--- config.mk ---
export PLATFORM = sky130hd
export DESIGN_NAME = mem_arbiter
export DESIGN_NICKNAME = d
export VERILOG_FILES = /design/src/rtl/mem_arbiter.sv
export SDC_FILE = /design/constraint.sdc
export NUM_CORES = 1
export LEC_CHECK = 0
export BUFFER_PORTS_ARGS = -buffer_cell sky130_fd_sc_hd__buf_4
export CAP_MARGIN = 20
export CORE_MARGIN = 1
export CORE_UTILIZATION = 51
export DETAILED_ROUTE_END_ITERATION = 8
export GPL_TIMING_DRIVEN = 0
export PLACE_DENSITY_LB_ADDON = 0.08
export SYNTH_ARGS = -nofsm -noshare
export SYNTH_HDL_FRONTEND = slang
export SYNTH_SLANG_ARGS = --single-unit
--- constraint.sdc ---
create_clock -name clk -period 4.5 [get_ports clk]
set_input_delay 0.225 -clock clk [delete_from_list [all_inputs] [get_ports clk]]
set_output_delay 0.225 -clock clk [all_outputs]
set_load 0.1 [all_outputs]
--- src/rtl/mem_arbiter.sv ---
// rtl/mem_arbiter.sv - two-requester round-robin arbiter for a single-port registered-read memory
// Zero-latency grant, one access per cycle, per-port read strobes and saturating grant counters.
module mem_arbiter #(
  parameter int WIDTH = 8,
  parameter int DEPTH = 8,
  parameter int AW    = $clog2(DEPTH)
) (
  input  logic             clk,
  input  logic             rst_n,
  input  logic             req0,
  input  logic             req1,
  input  logic             wen0,
  input  logic             wen1,
  input  logic [AW-1:0]    addr0,
  input  logic [AW-1:0]    addr1,
  input  logic [WIDTH-1:0] wdata0,
  input  logic [WIDTH-1:0] wdata1,
  output logic             gnt0,
  output logic             gnt1,
  output logic             rvalid0,
  output logic             rvalid1,
  output logic [WIDTH-1:0] rdata,
  output logic             mem_wen,
  output logic [AW-1:0]    mem_addr,
  output logic [WIDTH-1:0] mem_wdata,
  input  logic [WIDTH-1:0] mem_rdata,
  input  logic             cnt_clr,
  output logic [15:0]      gnt_cnt0,
  output logic [15:0]      gnt_cnt1
);

  logic prio;

  // Grants are gated by rst_n so nothing is accepted while reset is held.
  always_comb begin
    gnt0 = 1'b0;
    gnt1 = 1'b0;
    if (rst_n) begin
      if (req0 && (!req1 || !prio)) begin
        gnt0 = 1'b1;
      end else if (req1) begin
        gnt1 = 1'b1;
      end
    end
  end

  always_comb begin
    mem_wen   = 1'b0;
    mem_addr  = '0;
    mem_wdata = '0;
    if (gnt0) begin
      mem_wen   = wen0;
      mem_addr  = addr0;
      mem_wdata = wdata0;
    end else if (gnt1) begin
      mem_wen   = wen1;
      mem_addr  = addr1;
      mem_wdata = wdata1;
    end
  end

  assign rdata = mem_rdata;

  always_ff @(posedge clk or negedge rst_n) begin
    if (!rst_n) begin
      prio    <= 1'b0;
      rvalid0 <= 1'b0;
      rvalid1 <= 1'b0;
    end else begin
      if (gnt0) begin
        prio <= 1'b1;
      end else if (gnt1) begin
        prio <= 1'b0;
      end
      rvalid0 <= gnt0 && !wen0;
      rvalid1 <= gnt1 && !wen1;
    end
  end

  // Clear wins over a same-edge increment; counters stick at all-ones.
  always_ff @(posedge clk or negedge rst_n) begin
    if (!rst_n) begin
      gnt_cnt0 <= 16'h0000;
      gnt_cnt1 <= 16'h0000;
    end else if (cnt_clr) begin
      gnt_cnt0 <= 16'h0000;
      gnt_cnt1 <= 16'h0000;
    end else begin
      if (gnt0 && gnt_cnt0 != 16'hFFFF) begin
        gnt_cnt0 <= gnt_cnt0 + 16'h0001;
      end
      if (gnt1 && gnt_cnt1 != 16'hFFFF) begin
        gnt_cnt1 <= gnt_cnt1 + 16'h0001;
      end
    end
  end

endmodule

==> results of run 1 <==
power by group:
| group | internal [mW] | total, mW | switching (mW) |
|---|---|---|---|
| sequential | 0.319 | 0.324 | 0.00487 |
| clock | 0.140 | 0.257 | 0.117 |
| combinational | 0.0546 | 0.215 | 0.160 |
| total | 0.513 | 0.795 | 0.282 |
synth_stat cells (3+ instances only):
cell type  count
nor2_1        14
or2_2          3
or3_1          8
nand2_1       14
nand4_1       11
or4_1         14
inv_1         11
buf_4          8
o21ai_0        7
clkbuf_1       8
dfrtp_1       35
a22o_1        12
nor4_1         9
a21oi_1       22
o31ai_1       14
mux2_2         8
nand3_1       10
nor2b_1        8
how the worst min path moves through the flow:
| stage | start | endpoint | slack, ns | cells after the start |
|---|---|---|---|---|
| finish | wen1 | rvalid1$_DFF_PN0_ | 0.09 | 2 |
| global route | wen1 | rvalid1$_DFF_PN0_ | 0.09 | 2 |
| CTS | wen1 | rvalid1$_DFF_PN0_ | 0.09 | 2 |
| detailed placement | rst_n | gnt_cnt1[9]$_DFFE_PN0P_ | 0.22 | 1 |
| global placement | rst_n | gnt_cnt1[9]$_DFFE_PN0P_ | 0.21 | 1 |
| floorplan | rst_n | gnt_cnt0[0]$_DFFE_PN0P_ | -0.07 | 0 |
logic make-up after synthesis:
kind of cell	Yosys count	share of synthesized area [%]
AND/OR/NAND/NOR	103	27.7
adder cells (fa/ha/maj)	2	1.16
flip-flops	35	40.7
multiplexers	9	4.65
buffers and inverters	29	6.51
AO/OA/AOI/OAI	62	19.3
flip-flops by register name, indices dropped and copies added, names as in the netlist:
name / cells
gnt_cnt0: 16
gnt_cnt1: 16
prio: 1
rvalid0: 1
rvalid1: 1
final cells by class:
cell class,instances,area [um^2]
sequential,35,876
timing repair buffer,85,641
buffer,18,98.8
inverter,11,41.3
tap,50,62.6
clock buffer,8,100
multi-input combinational,176,1140
fill,316,1070
layout by cell type, fill, tap and decap left out, types with 2 or more instances in the layout:
cell type	instances
nor4_1	9
or4_1	14
buf_4	92
o31ai_1	14
ha_1	2
nand3_1	10
or3_1	8
a22o_1	12
and2_1	2
clkbuf_1	9
a21oi_1	22
nor3_1	2
o311ai_0	2
clkbuf_8	7
or2_2	3
and4_1	2
nand4_1	11
a2111oi_0	2
o21ai_0	7
dfrtp_1	35
inv_1	11
or3_2	2
mux2_2	8
o41ai_1	2
nor2_1	14
nor2b_1	8
nand2_1	14
metal layers:
| layer | wire, um | vias to the layer above | global-route usage (%) |
|---|---|---|---|
| met5 | 0 | - | 0 |
| met2 | 2820 | 113 | 44.8 |
| li1 | - | 1096 | - |
| met1 | 2350 | 1052 | 32.9 |
| met3 | 466 | 9 | 6.16 |
| met4 | 87 | 0 | 9.84 |
critical path, stage by stage:
cell,delay [ns]
dlygate4sd3_1,0.52
buf_4,0.40
and2_1,0.24
nand2_1,0.19
inv_1,0.17
clkbuf_1,0.38
a22o_1,0.20
buf_4,0.29
repair_timing:
item                                   in CTS  in global routing
hold buffers                                1                  0
gates resized for setup                     0                  0
endpoints found under the hold margin      35                  0
==> qor.yml, run 1 <==
clock_tree:
  h-tree-depth: 2
  clk_pin_slew_ns: 0.07
  cts-buffers-inserted: 5
  postCtsSetupRepairBufs: 0
  clock_path_buffers: 2
  clk_latency_ns: 0.29
  tritoncts: "built"
  root_buffer: "clkbuf_8"
  cts.sinks: 35
routing:
  drc: 0
  drt-pass1-iter-count: 4
  vias: 2270
  final_antenna_net_count: 0
  routed_wl_mm: 5.72
  drt-initial-drc-count: 219
  routedWlPerCell_um: 14.9
  viasPerCell: 5.93
worst_setup_path:
  reg2reg_depth: 5
  worstPathRequired_ns: 4.28
  critPathMaxFanout: 38
  timing.rr.end: "gnt_cnt0[11]$_DFFE_PN0P_"
  cp-end-kind: "primary output"
  reg2reg_from: "gnt_cnt0[2]$_DFFE_PN0P_"
  crit_start: "rst_n"
  r2r_setup_slack_ns: 2.51
  crit_end: "mem_wdata[1]"
  critPathLaunchType: "input pin"
  path_class: "in -> out"
  cp.arrival_ns: 2.62
power_and_ir_drop:
  p_leak_nw: 1.29
  p_per_area_mw_per_mm2: 269
  ir_worst_vdd_uv: 165
  p_total_mw: 0.795
synthesis:
  synth_area_leaders: "dfrtp_1, a21oi_1, o31ai_1, or4_1, a22o_1"
  synthFlopType: "dfrtp_1"
  syn_inst: 240
  syn_nets: 279
  yosys.area.top_type_share_pct: 40.7
  synth_edf_count: 0
  ys_warn_count: 0
  synthArstFlopShare_pct: 100
  syn_avg_cell_area_um2: 8.97
  synth.distinct_cells: 34
  postSynthRegisterBits: 35
  netlist_area_mm2: 0.00215
  synth_top_area_cell: "dfrtp_1"
  ys_seq_area_share_pct: 40.7
global_routing:
  grt_max_degree: 39
  grt_pass1_vias: 2097
  antenna_found_initial: 0
  grt-ovfl-total: 0
  track_usage_pct: 26.7
  grt_pass1_wl_mm: 9.08
timing:
  final-max-slew-violation-count: 0
  slew_headroom_pct: 50.3
  tightest_slew_ns: 0.739
  timing.hold.ws_ns: 0.0881
  setup_viol: 0
  period_minus_slack_ns: 2.85
  post-route-worst-setup-slack_ns: 1.65
  timing.final.hold_violations: 0
  fin_skew_ns: 0.00515
  finalCritPeriodShare_pct: 63.3
  rsz0062_at_grt: "false"
  max_freq_mhz: 351
  fin_tns_setup_ns: 0
floorplan:
  die_w_um: 67.0
  die_y_um: 67.0
  io_pins: 93
  initial_core_util_pct: 53.4
  die-area_mm2: 0.00449
  core_area_mm2: 0.00403
  rows: 23
place:
  gp_congestion: 0.844
  placed_area_mm2: 0.00285
  place_ws_ns: 2.17
  dp_cells: 374
  port_buffers: 84
  hpwl_mm: 4.17
finish:
  final_area_mm2: 0.00296
  drive_gt1_share_pct: 34.5
  nets: 371
  fin_util_pct: 73.4
  areaGrowthSynthToFinish_pct: 37.3
  diodes: 0
  fin_cells: 383
job:
  cap_violations: 0
min_path:
  hold_path.class: "in -> reg"
status:
  status: "finished clean"
Note: power is estimated with default switching activity, not from simulation.
==> inputs of run 2 (changes only) <==
--- a/config.mk
+++ b/config.mk
@@ -8,7 +8,7 @@
 export BUFFER_PORTS_ARGS = -buffer_cell sky130_fd_sc_hd__buf_4
 export CAP_MARGIN = 20
 export CORE_MARGIN = 1
-export CORE_UTILIZATION = 51
+export CORE_UTILIZATION = 48
 export DETAILED_ROUTE_END_ITERATION = 8
 export GPL_TIMING_DRIVEN = 0
 export PLACE_DENSITY_LB_ADDON = 0.08
==> constraint.sdc (replaced) <==
create_clock -name clk -period 2.9 [get_ports clk]
set_input_delay 0.145 -clock clk [delete_from_list [all_inputs] [get_ports clk]]
set_output_delay 0.145 -clock clk [all_outputs]
set_load 0.1 [all_outputs]
==> qor.yml, run 2 (synthesis gave the netlist of run 1 again) <==
global_routing:
  grt_max_degree: 39  # unchanged
  grt_pass1_vias: 2074  # was 2,097
  grt_pass1_wl_mm: 9.63  # was 9.08 mm
  grt-ovfl-total: 0  # unchanged
  track_usage_pct: 27.6  # was 26.7%
  antenna_found_initial: 0  # unchanged
worst_setup_path:
  path_delay_family: "buffers and inverters"  # unchanged
  critPathMaxStageDelay_ns: 0.54  # was 0.52 ns
  worstPathRequired_ns: 2.76  # was 4.28 ns
  cp.arrival_ns: 2.46  # was 2.62 ns
  crit_slowest_cell: "dlygate4sd3_1"  # unchanged
  path_buf_inv: 5  # unchanged
  path_class: "in -> out"  # unchanged
  cp-end-kind: "primary output"  # unchanged
  path_cells: "dlygate4sd3_1 -> buf_6 -> and2_1 -> nand2_1 -> inv_1 -> clkbuf_1 -> a22o_1 -> buf_4"  # was dlygate4sd3_1 -> buf_4 -> and2_1 -> nand2_1 -> inv_1 -> clkbuf_1 -> a22o_1 -> buf_4
  critPathLaunchType: "input pin"  # unchanged
  critPathMaxFanout: 38  # unchanged
power_and_ir_drop:
  p_per_area_mw_per_mm2: 401  # was 269 mW/mm^2
  ir_worst_vdd_uv: 305  # was 165 uV
  p_total_mw: 1.18  # was 0.795 mW
  p_leak_nw: 1.28  # was 1.29 nW
floorplan:
  die_w_um: 69.0  # was 67.0 um
  rows: 23  # unchanged
  die-area_mm2: 0.00476  # was 0.00449 mm^2
  initial_core_util_pct: 52.0  # was 53.4%
  die_y_um: 69.0  # was 67.0 um
  core_area_mm2: 0.00414  # was 0.00403 mm^2
  io_pins: 93  # unchanged
timing:
  slew_headroom_pct: 40.6  # was 50.3%
  final-max-slew-violation-count: 0  # unchanged
  tightest_slew_ns: 0.883  # was 0.739 ns
  fin_tns_setup_ns: 0  # unchanged
  fin_skew_ns: 0.00525  # was 0.00515 ns
  setup_viol: 0  # unchanged
  timing.hold.ws_ns: 0.0259  # was 0.0881 ns
  rsz0062_at_grt: "false"  # unchanged
  max_freq_mhz: 384
  period_minus_slack_ns: 2.60
  post-route-worst-setup-slack_ns: 0.297  # was 1.65 ns
  timing.final.hold_violations: 0  # unchanged
  finalCritPeriodShare_pct: 89.8
clock_tree:
  root_buffer: "clkbuf_8"  # unchanged
  clock_path_buffers: 2  # unchanged
  tritoncts: "built"  # unchanged
  clk_latency_ns: 0.29  # about the same
  h-tree-depth: 2  # unchanged
  cts-buffers-inserted: 5  # unchanged
  clk_pin_slew_ns: 0.07  # about the same
  postCtsSetupRepairBufs: 0  # unchanged
  cts.sinks: 35  # unchanged
place:
  place_ws_ns: 0.657  # was 2.17 ns
  port_buffers: 84  # unchanged
  hpwl_mm: 4.45  # was 4.17 mm
  gp_congestion: 0.875  # was 0.844
finish:
  diodes: 0  # unchanged
  nets: 371  # unchanged
  final_common_cell: "buf_4"  # unchanged
  areaGrowthSynthToFinish_pct: 36.2  # was 37.3%
  drive_gt1_share_pct: 34.1  # was 34.5%
  largestRegisters: "gnt_cnt0 (16), gnt_cnt1 (16)"  # unchanged
  layout_common_cells: "buf_4, dfrtp_1, a21oi_1"  # unchanged
routing:
  vias: 2276  # was 2,270
  drc: 0  # unchanged
  drt-initial-drc-count: 194  # was 219
  routed_wl_mm: 6.05  # was 5.72 mm
  routedWlPerCell_um: 15.9  # was 14.9 um
  final_antenna_net_count: 0  # unchanged
  drt-pass1-iter-count: 4  # unchanged
  viasPerCell: 5.97  # was 5.93
job:
  cap_violations: 0  # unchanged
min_path:
  hold_path.class: "in -> reg"  # unchanged
status:
  status: "finished clean"  # unchanged
## run 2: stage by stage
stage | instance area, um^2 | utilization [%] | instances
final | 2930 | 70.8 | 381
after global routing | 2930 | 70.8 | 381
after detailed placement | 2850 | 68.7 | 374
after floorplan | 2150 | - | 240
after CTS | 2930 | 70.7 | 381
after global placement | 2850 | 68.7 | 374
## run 2: layout make-up
class                           count  area [um^2]
Timing Repair Buffer               85          644
Inverter                           11         41.3
Buffer                             18         98.8
Multi-Input combinational cell    176         1140
Fill cell                         350         1210
Sequential cell                    35          876
Tap cell                           50         62.6
Clock buffer                        6         72.6
## run 2: what timing repair did
| item | CTS | global route |
|---|---|---|
| hold buffers | 1 | 0 |
| resized for setup | 0 | 1 |
| setup endpoints to repair | 0 | 9 |
| endpoints found under the hold margin | 35 | 0 |
## run 2: worst paths after layout
kind | startpoint | end | slack [ns] | cells past startpoint
worst min-delay path | wen0 | rvalid0$_DFF_PN0_ | 0.03 | 2
max in group asynchronous | rst_n | gnt_cnt0[9]$_DFFE_PN0P_ | 2.33 | 2
worst max-delay path | rst_n | mem_wdata[5] | 0.30 | 8
worst max register to register | gnt_cnt0[2]$_DFFE_PN0P_ | gnt_cnt0[11]$_DFFE_PN0P_ | 0.89 | 5
worst min register to register | prio$_DFFE_PN0P_ | prio$_DFFE_PN0P_ | 0.53 | 1
min in group asynchronous | rst_n | gnt_cnt1[5]$_DFFE_PN0P_ | 0.31 | 2
## run 2: layer usage
| layer | up-vias | GRT usage, % | part of all wire [%] |
|---|---|---|---|
| li1 | 1099 | - | - |
| met1 | 1059 | 36.1 | 42 |
| met2 | 114 | 45.1 | 49 |
| met3 | 4 | 7.40 | 7.7 |
| met4 | 0 | 6.38 | 0.73 |
| met5 | - | 0 | 0 |
## run 2: worst reg2reg max path, delay by kind of cell (launching register included)
family,cells,cell delay (ns)
AO/OA/AOI/OAI,1,0.47
buffers and inverters,1,0.20
AND/OR/NAND/NOR,2,0.38
flip-flops,1,0.47
multiplexers,1,0.39
## run 2: power by group
group	total, mW	switching, mW	internal [mW]
combinational	0.336	0.250	0.0853
clock	0.338	0.177	0.160
sequential	0.502	0.00782	0.495
